## src/rtl/spi_slave_count_rx.sv

```systemverilog
// SPI mode-0 slave: validates 16-bit command frames, holds a 0..MAX_VALUE count (SPI_READBACK_EN: old count on miso).
// Latency: counter_10hz/rx_done/frame_err update 2 clk after the synchronized cs_n rise.
// Backpressure: none; frames are taken at line rate and sclk edges outside a frame are ignored.
module spi_slave_count_rx #(
  parameter int SYNC_STAGES = 2,
  parameter int MAX_VALUE   = 9999
) (
  input  logic        clk,
  input  logic        rst,
  input  logic        sclk,
  input  logic        mosi,
  input  logic        cs_n,
  output logic        miso,
  output logic [13:0] counter_10hz,
  output logic        rx_done,
  output logic        frame_err
);

  typedef enum logic [1:0] {IDLE, RECV, CHECK} state_t;

  localparam logic [13:0] MAX_V = 14'(MAX_VALUE);

  logic [SYNC_STAGES-1:0] sclk_sync;
  logic [SYNC_STAGES-1:0] mosi_sync;
  logic [SYNC_STAGES-1:0] cs_sync;
  logic                   sclk_d;
  logic                   cs_d;
  logic                   sclk_s;
  logic                   mosi_s;
  logic                   cs_s;
  logic                   sclk_rise;
  logic                   cs_fall;
  logic                   cs_rise;

  state_t      state;
  state_t      state_nxt;
  logic [15:0] shift_reg;
  logic [4:0]  bit_cnt;
  logic        do_write;
  logic        do_clear;
  logic        do_err;
  logic [13:0] wr_val;

  // Idle levels on reset (sclk low, cs_n high) so release never fakes an edge.
  always_ff @(posedge clk or negedge rst) begin
    if (!rst) begin
      sclk_sync <= '0;
      mosi_sync <= '0;
      cs_sync   <= '1;
      sclk_d    <= 1'b0;
      cs_d      <= 1'b1;
    end else begin
      sclk_sync <= {sclk_sync[SYNC_STAGES-2:0], sclk};
      mosi_sync <= {mosi_sync[SYNC_STAGES-2:0], mosi};
      cs_sync   <= {cs_sync[SYNC_STAGES-2:0], cs_n};
      sclk_d    <= sclk_sync[SYNC_STAGES-1];
      cs_d      <= cs_sync[SYNC_STAGES-1];
    end
  end

  assign sclk_s    = sclk_sync[SYNC_STAGES-1];
  assign mosi_s    = mosi_sync[SYNC_STAGES-1];
  assign cs_s      = cs_sync[SYNC_STAGES-1];
  assign sclk_rise = sclk_s & ~sclk_d;
  assign cs_fall   = ~cs_s & cs_d;
  assign cs_rise   = cs_s & ~cs_d;

  always_ff @(posedge clk or negedge rst) begin
    if (!rst) begin
      state <= IDLE;
    end else begin
      state <= state_nxt;
    end
  end

  always_comb begin
    state_nxt = state;
    case (state)
      IDLE:    if (cs_fall) state_nxt = RECV;
      RECV:    if (cs_rise) state_nxt = CHECK;
      CHECK:   state_nxt = IDLE;
      default: state_nxt = IDLE;
    endcase
  end

  always_comb begin
    do_write = 1'b0;
    do_clear = 1'b0;
    do_err   = 1'b0;
    if (state == CHECK) begin
      if (bit_cnt != 5'd16) begin
        do_err = 1'b1;
      end else begin
        case (shift_reg[15:14])
          2'b01:   do_write = 1'b1;
          2'b10:   do_clear = 1'b1;
          default: do_err   = 1'b1;
        endcase
      end
    end
  end

  assign wr_val = (shift_reg[13:0] > MAX_V) ? MAX_V : shift_reg[13:0];

  // A shift coinciding with cs_rise still lands: the state change only affects the next clk.
  always_ff @(posedge clk or negedge rst) begin
    if (!rst) begin
      shift_reg <= '0;
      bit_cnt   <= '0;
    end else if (state == IDLE && cs_fall) begin
      shift_reg <= '0;
      bit_cnt   <= '0;
    end else if (state == RECV && sclk_rise) begin
      shift_reg <= {shift_reg[14:0], mosi_s};
      if (bit_cnt != 5'd17) begin
        bit_cnt <= bit_cnt + 5'd1;
      end
    end
  end

  always_ff @(posedge clk or negedge rst) begin
    if (!rst) begin
      counter_10hz <= '0;
      rx_done      <= 1'b0;
      frame_err    <= 1'b0;
    end else begin
      rx_done   <= do_write | do_clear;
      frame_err <= do_err;
      if (do_write) begin
        counter_10hz <= wr_val;
      end else if (do_clear) begin
        counter_10hz <= '0;
      end
    end
  end

`ifdef SPI_READBACK_EN
  logic        sclk_fall;
  logic [15:0] tx;

  assign sclk_fall = ~sclk_s & sclk_d;

  // Master samples on sclk rise, so the next bit is presented after each fall.
  always_ff @(posedge clk or negedge rst) begin
    if (!rst) begin
      tx <= '0;
    end else if (cs_fall) begin
      tx <= {2'b00, counter_10hz};
    end else if (cs_rise) begin
      tx <= '0;
    end else if (state == RECV && sclk_fall) begin
      tx <= {tx[14:0], 1'b0};
    end
  end

  assign miso = tx[15] & ~cs_s;
`else
  assign miso = 1'b0;
`endif

endmodule

```

## config.mk

```make
export PLATFORM = sky130hd
export DESIGN_NAME = spi_slave_count_rx
export DESIGN_NICKNAME = d
export VERILOG_FILES = /design/src/rtl/spi_slave_count_rx.sv
export SDC_FILE = /design/constraint.sdc
export NUM_CORES = 1
export LEC_CHECK = 0
export CAP_MARGIN = 10
export CORE_MARGIN = 2
export CORE_UTILIZATION = 55
export CTS_BUF_LIST = sky130_fd_sc_hd__clkbuf_4 sky130_fd_sc_hd__clkbuf_8
export CTS_CLUSTER_SIZE = 10
export DETAILED_ROUTE_END_ITERATION = 7
export PLACE_DENSITY = 0.77
export SLEW_MARGIN = 15
export SYNTH_ARGS = -nofsm -noshare
export SYNTH_HDL_FRONTEND = slang
export SYNTH_SLANG_ARGS = --single-unit
```

## constraint.sdc

```tcl
create_clock -name clk -period 2.3 [get_ports clk]
set_clock_uncertainty 0.2 [all_clocks]
set_input_delay 0.46 -clock clk [delete_from_list [all_inputs] [get_ports clk]]
set_output_delay 0.46 -clock clk [all_outputs]
set_load 0.02 [all_outputs]
```

Word-level counts from Yosys, hierarchy flattened
Index checks and enable logic that the tools add are counted.
Widths: inputs -> output; s select.

cells by class
  multiplexer cells = 20
  bitwise operators = 7
  order comparisons = 1
  equal/unequal tests = 8
  add/sub/neg operators = 1
  reduce and logical (&&, ||, !) cells = 9

operators by type and width
  kind                  number
  $mux 14               3
  $mux 16               2
  $mux 5                3
  $gt 14x14->1 const B  1
  $ne 5x5->1 const B    2
  $mux 1                9
  $reduce_bool 2->1     3
  $add 5x1->5 const B   1
  $eq 2x1->1 const B    2
  $eq 2x2->1 const B    2
  $mux 2                2
  $ne 2x2->1 const B    2
  $pmux 2 s2            1
  $reduce_and 2->1      2
  $and 1x1->1           3
  $not 1->1             3
  $logic_and 1x1->1     2
  $logic_not 2->1       1
  $reduce_or 2->1       1
  $or 1x1->1            1

word-level totals
  output and inout port bits = 17
  register bits after elaboration = 47
  word-level logic and storage cells = 57
  input bits = 5

Depth between registers and ports, before layout
Gate-level depths: netlist of run 1.

  depth after elaboration = 6
  depth in mapped cells = 7
  depth with buffers taken out = 5

Worst setup path before layout of run 1
No wires, ideal clock.

  path kind = reg-to-reg
  from = register bit_cnt[0]
  to = register counter_10hz[2]
  clock period less this slack = 1,942 ps
  arrival = 1,621 ps
  library setup time = 121 ps
  stages on the path, launching flop included = 8
  required time = 1,979 ps
  path slack = 358 ps
  cells stage by stage = dfrtp_1 -> inv_1 -> ha_1 -> nand4bb_4 -> or3_1 -> buf_6 -> buf_6 -> a22o_1

on the way
  word-level cells in the longest chain between the ends = 4

ends and longest elaborated chain
  item                                          RTL line  source
  start: declaration                            38        logic [4:0] bit_cnt;
  start signal: assignment                      116       bit_cnt <= bit_cnt + 5'd1;
  $ne 5x5->1 (*)                                91        if (bit_cnt != 5'd16) begin
  $mux 1                                        91
  $mux 1                                        90        if (state == CHECK) begin
  $mux 14 or $reduce_bool 2->1 (tied branches)  n/a
  end signal: assignment                        130       counter_10hz <= wr_val;
  end: declaration                              14        output logic [13:0] counter_10hz,

Mark *: on every way between the ends. The rest lies on a longest branch, timed or not.
A chain may end at the register's enable or synchronous reset.

Final worst setup path of run 1
  from = register bit_cnt[0]
  to = register counter_10hz[0]

The elaborated chain is that of the path after synthesis.

==> results_dict.tcl, run 1 <==
set metrics [dict create \
    postSynthAreaPerCell_um2 13.3 \
    rsz0062_at_grt "false" \
    routed-via-count 1263 \
    syn-num-nets 155 \
    crit_slowest_cell "or3_1" \
    hpwl_um 2340 \
    wirelength_um 3310 \
    slowest_delay_ns 0.61 \
    drt_pass1_iterations 4 \
    power.density_mw_per_mm2 648 \
    p_sw_frac 0.238 \
    critPathArrivalTime_ns 2.16 \
    peakVddDrop_mv 0.444 \
    finalSetupTns_ns 0 \
    synth_ff_type "dfrtp_1" \
    area_growth_pct 17.0 \
    die-area_mm2 0.00401 \
    clock.fmax_mhz 473 \
    yosys_warnings 0 \
    post_cts_buffers 0 \
    power.share.clock 0.292 \
    wl_per_cell_um 15.3 \
    clk_path_buf_depth 2 \
    root_buffer "clkbuf_4" \
    syn_area_mm2 0.00194 \
    grt_max_degree 27 \
    finish.utilization 0.673 \
    diodes 0 \
    initial_core_util 0.576 \
    worst-endpoint-required_ns 2.35 \
    max_cap_violations 0 \
    min_from "cs_sync[0]" \
    via_per_inst 5.82 \
    die_w_um 63.3 \
    synth_top_area_frac 0.569 \
    drive_above_1_share 0.135 \
    hold_depth 0 \
    cp_max_fo 15 \
    drt-initial-drc-count 57 \
    clock_latency_ns 0.35 \
    antenna_found_initial 0 \
    cts_tree "yes" \
    chipHeight_um 63.3 \
    grt-ovfl-total 0 \
    core-area_mm2 0.00336 \
    grt_usage 0.192 \
    ys_async_sr_fraction 1.00 \
    ff2ff_path_depth 5 \
    finalSetupViolations 0 \
    htree_levels 2 \
    finalHoldViolCount 0 \
    p_leak_nw 1.03 \
    period_needed_ns 2.11 \
    p_int_mw 1.12 \
    rows 21 \
    seqPwrFrac 0.612 \
    cts.sinks 47 \
    synth-seq-area-share 0.610 \
    nets 180 \
    r2r-start "bit_cnt[0]" \
    p_total_mw 1.47 \
    clkTransAtPathRegs_ns 0.12 \
    cts_buffers 5 \
    endpoint_kind "register" \
    slew_violations 0 \
    period_share 0.919 \
    grt_pass1_vias 1259 \
    gp_congestion 0.747 \
    reg2reg_to "counter_10hz[0]" \
    port_buffers 20 \
    tightest_slew_ns 0.743 \
    path_class "register to register" \
    drc 0 \
    worst_hold_path_type "register to register" \
    ioPinCount 22 \
    final_antenna_net_count 0 \
    synth_commonest_cells "44 x dfrtp_1, 24 x a22o_1, 11 x inv_1" \
    ys_top_cells_by_area "dfrtp_1 57%, a22o_1 11%, dfstp_2 4.1%, ha_1 3.2%, a32o_1 3.1%" \
    yosys.area.top_type "dfrtp_1" \
    placed_cells 208 \
    min_to "cs_sync[1]" \
    start_kind "register" \
    synth_edf_count 0 \
    synth_seq_cells 47 \
    fillers 280 \
    synthMostInstantiatedCell "dfrtp_1" \
    r2r_slack_ns 0.19 \
    ys_types 33 \
    hold_ws_ns 0.163 \
    outcome "completed" \
    largest_register_ffs 16 \
    slew_headroom 0.500 \
    synthCells 145 \
    combPwrFrac 0.096 \
    p_switching_mw 0.350 \
    instances_no_fill 217 \
    grt_pass1_wl_um 6080 \
    crit_chain "inv_1, ha_1, nand4bb_4, or3_1, a22o_1" \
]
[what timing repair did]
item	CTS	global route
endpoints found under the hold margin	21	0
resized for setup	0	0
hold buffers	1	0
[layout by cell type (no fill, tap or decap), types with 2 or more instances in the layout]
| cell type | netlist | final |
|---|---|---|
| nand3_1 | 3 | 3 |
| dfrtp_1 | 44 | 44 |
| nand2_1 | 4 | 4 |
| nand4_1 | 3 | 3 |
| a21oi_1 | 3 | 3 |
| or4bb_1 | 2 | 2 |
| and4bb_2 | 2 | 2 |
| dfstp_2 | 3 | 3 |
| clkbuf_8 | 0 | 2 |
| nand2b_1 | 4 | 4 |
| ha_1 | 5 | 5 |
| o211ai_1 | 4 | 4 |
| clkdlybuf4s50_1 | 0 | 19 |
| nor2_1 | 3 | 3 |
| clkbuf_4 | 0 | 6 |
| a22o_1 | 24 | 24 |
| o21ai_0 | 2 | 2 |
| a32o_1 | 6 | 6 |
| inv_1 | 11 | 11 |
| buf_4 | 1 | 3 |
| mux2i_1 | 3 | 3 |
[worst max path at each step]
stage / startpoint / end / cells after the start
floorplan: bit_cnt[0] / counter_10hz[2] / 7
global placement: bit_cnt[0] / counter_10hz[1] / 5
detailed placement: bit_cnt[0] / counter_10hz[0] / 5
CTS: bit_cnt[0] / counter_10hz[0] / 5
global route: bit_cnt[0] / counter_10hz[0] / 5
finish: bit_cnt[0] / counter_10hz[0] / 5
[per-stage QoR]
stage,setup slack [ns],area [µm²]
floorplan,0.358,1940
global placement,0.303,2180
detailed placement,0.220,2180
CTS,0.189,2260
global route,0.0295,2260
finish,0.185,2260
[power by group through the flow]
| stage | clock [mW] | sequential [mW] | combinational (mW) |
|---|---|---|---|
| 5_1_grt | 0.484 | 0.905 | 0.162 |
| 4_1_cts | 0.442 | 0.897 | 0.142 |
| 3_5_place_dp | 0 | 0.913 | 0.141 |
| 3_3_place_gp | 0 | 0.910 | 0.132 |
| 2_1_floorplan | 0 | 0.906 | 0.0914 |
| 6_report | 0.429 | 0.898 | 0.140 |
[per-layer routing]
layer  up-vias  share of wire  GRT usage
met3         5          0.041     0.0518
met2        29           0.50      0.318
met5         -              0          0
li1        588              -          -
met1       641           0.45      0.255
met4         0          0.011     0.0408
[critical path, delay by kind of cell, from the launching register on]
family                   cells  cell delay, ns
AND/OR/NAND/NOR              2            0.74
AO/OA/AOI/OAI                1            0.32
buffers and inverters        1            0.10
adder cells (fa/ha/maj)      1            0.20
flip-flops                   1            0.44
[final cells by class]
class                           instances  area (µm²)  area share
Multi-Input combinational cell         80         666       0.294
Clock buffer                            8        72.6      0.0320
Tap cell                               46        57.6      0.0254
Timing Repair Buffer                   25         248       0.109
Inverter                               11        41.3      0.0182
Sequential cell                        47        1180       0.521
[logic make-up (layout without fill, tap and decap cells)]
group / after synthesis / after routing / share of synthesized area
buf+inv: 18 / 44 / 0.0465
fa+ha+maj: 5 / 5 / 0.0323
mux: 3 / 3 / 0.0155
compound gates: 42 / 42 / 0.178
simple gates: 29 / 29 / 0.116
flops: 47 / 47 / 0.610
other cells: 1 / 1 / 0.00194
Power figures use the tool's default switching activity.
==> run 2: changes to the inputs <==
CORE_UTILIZATION = 54   (was 55)
CTS_BUF_LIST = sky130_fd_sc_hd__clkbuf_16   (was sky130_fd_sc_hd__clkbuf_4 sky130_fd_sc_hd__clkbuf_8)
PLACE_DENSITY = 0.76   (was 0.77)
==> results_dict.tcl, run 2 (synthesized netlist as in run 1, its figures left out) <==
set metrics [dict create \
    outcome "completed" \
    cts_tree "yes" \
    cts_resized 0 \
    largest_register_ffs 16 \
    reg2reg_to "counter_10hz[13]" \
    clkTransAtPathRegs_ns 0.06 \
    chipHeight_um 63.9 \
    clock.fmax_mhz 481 \
    antenna_found_initial 0 \
    multi_input_area_um2 666 \
    crit_slowest_cell "or3_1" \
    start_kind "register" \
    drt_pass1_iterations 4 \
    area_growth_pct 20.7 \
    grt-ovfl-total 0 \
    worst_hold_path_type "input port to asynchronous set/reset pin" \
    drc 0 \
    grt_pass1_vias 1234 \
    die-area_mm2 0.00408 \
    placement.setup.worst_slack_ns 0.233 \
    place_area_mm2 0.00217 \
    grt_util_met1 0.226 \
    port_buffers 20 \
    tightest_slew_ns 0.759 \
    htree_levels 2 \
    fin_ws_ns 0.220 \
    cts_hold_buf 0 \
    rsz0062_at_grt "false" \
    wl_per_cell_um 16.0 \
    diodes 0 \
    final_common_cell "dfrtp_1" \
    globalRouteMet3Util 0.0440 \
    slew_violations 0 \
    regArea_mm2 0.00118 \
    finalSetupTns_ns 0 \
    slew_headroom 0.489 \
    via_per_inst 5.94 \
    drt-initial-drc-count 75 \
    worst-endpoint-required_ns 2.27 \
    final_antenna_net_count 0 \
    die_w_um 63.9 \
    grt_max_degree 48 \
    clock_latency_ns 0.29 \
    peakVddDrop_mv 0.502 \
    max_cap_violations 0 \
    routed-via-count 1284 \
    nets 179 \
    gp_congestion 0.841 \
    ff2ff_path_depth 5 \
    period_needed_ns 2.08 \
    crit_chain "inv_1, ha_1, nand4bb_4, or3_1, a22o_1" \
    post_cts_buffers 0 \
    p_leak_nw 1.06 \
    initial_core_util 0.571 \
    wirelength_um 3450 \
    cp_max_fo 15 \
    hpwl_um 2320 \
    endpoint_kind "register" \
    path_class "register to register" \
    grt_busiest_layer "met2" \
    cts_buffers 5 \
    cts.sinks 47 \
    period_share 0.904 \
    stdcell_area_mm2 0.00234 \
    r2r_slack_ns 0.22 \
    slowest_delay_ns 0.61 \
    critPathArrivalTime_ns 2.05 \
    power.density_mw_per_mm2 792 \
    grt_pass1_wl_um 5780 \
    clk_path_buf_depth 2 \
    gr-usage-met2 0.319 \
    ioPinCount 22 \
    rows 21 \
    root_buffer "clkbuf_16" \
    fillers 228 \
    layout_common_cells "44 x dfrtp_1, 24 x a22o_1, 19 x clkdlybuf4s50_1, 11 x inv_1, 6 x a32o_1" \
    grt_usage 0.188 \
    r2r-start "bit_cnt[0]" \
    drive_above_1_share 0.129 \
    finalHoldViolCount 0 \
    core-area_mm2 0.00339 \
    finalSetupViolations 0 \
]
[run 2: cell types whose count changed in the layout (fill, tap and decap cells not counted)]
cell           delta
dlygate4sd3_1     -1
clkbuf_16         +5
bufinv_16         +1
buf_12            -1
clkinv_1          +1
buf_4             +1
inv_6             +1
clkbuf_4          -6
clkbuf_8          -2
[run 2: critical path: cells and delay by family (launching register included)]
family,cells,cell delay (ns)
and+or+nand+nor,2,0.73
adders and majority gates,1,0.19
AOI/OAI and AO/OA,1,0.32
buffers and inverters,1,0.10
DFF,1,0.43
[run 2: power by group]
part / internal (mW) / switching, mW / total, mW
clock: 0.512 / 0.300 / 0.812
sequential: 0.864 / 0.0388 / 0.903
combinational: 0.0584 / 0.0779 / 0.136
[run 2: final cells by class]
| cell class | count | share of cell area |
|---|---|---|
| Sequential cell | 47 | 0.505 |
| Multi-Input combinational cell | 80 | 0.285 |
| Timing Repair Buffer | 24 | 0.0964 |
| Clock buffer | 5 | 0.0535 |
| Tap cell | 46 | 0.0246 |
| Clock inverter | 3 | 0.0182 |
| Inverter | 11 | 0.0177 |
[run 2: worst max path at each step]
stage,cells after the start,from,slack (ns),to
3_5_place_dp,5,bit_cnt[0],0.23,counter_10hz[13]
3_3_place_gp,5,bit_cnt[0],0.31,counter_10hz[0]
5_1_grt,5,bit_cnt[0],0.13,counter_10hz[3]
2_1_floorplan,7,bit_cnt[0],0.36,counter_10hz[2]
4_1_cts,5,bit_cnt[0],0.21,counter_10hz[13]
6_report,5,bit_cnt[0],0.22,counter_10hz[13]
[run 2: metal layers]
metal | up-vias | share of wire
met5 | - | 0
met4 | 0 | 0.019
met3 | 7 | 0.028
met2 | 24 | 0.51
met1 | 668 | 0.44
li1 | 585 | -
[run 2: per-stage QoR]
stage	cells	utilization	hold slack (ns)	total power [mW]
2_1_floorplan	145	-	-0.0356	0.997
3_3_place_gp	208	0.640	0.137	1.04
3_5_place_dp	208	0.640	0.136	1.05
4_1_cts	216	0.690	0.0714	1.87
5_1_grt	216	0.690	0.114	1.92
6_report	216	0.690	0.0528	1.85
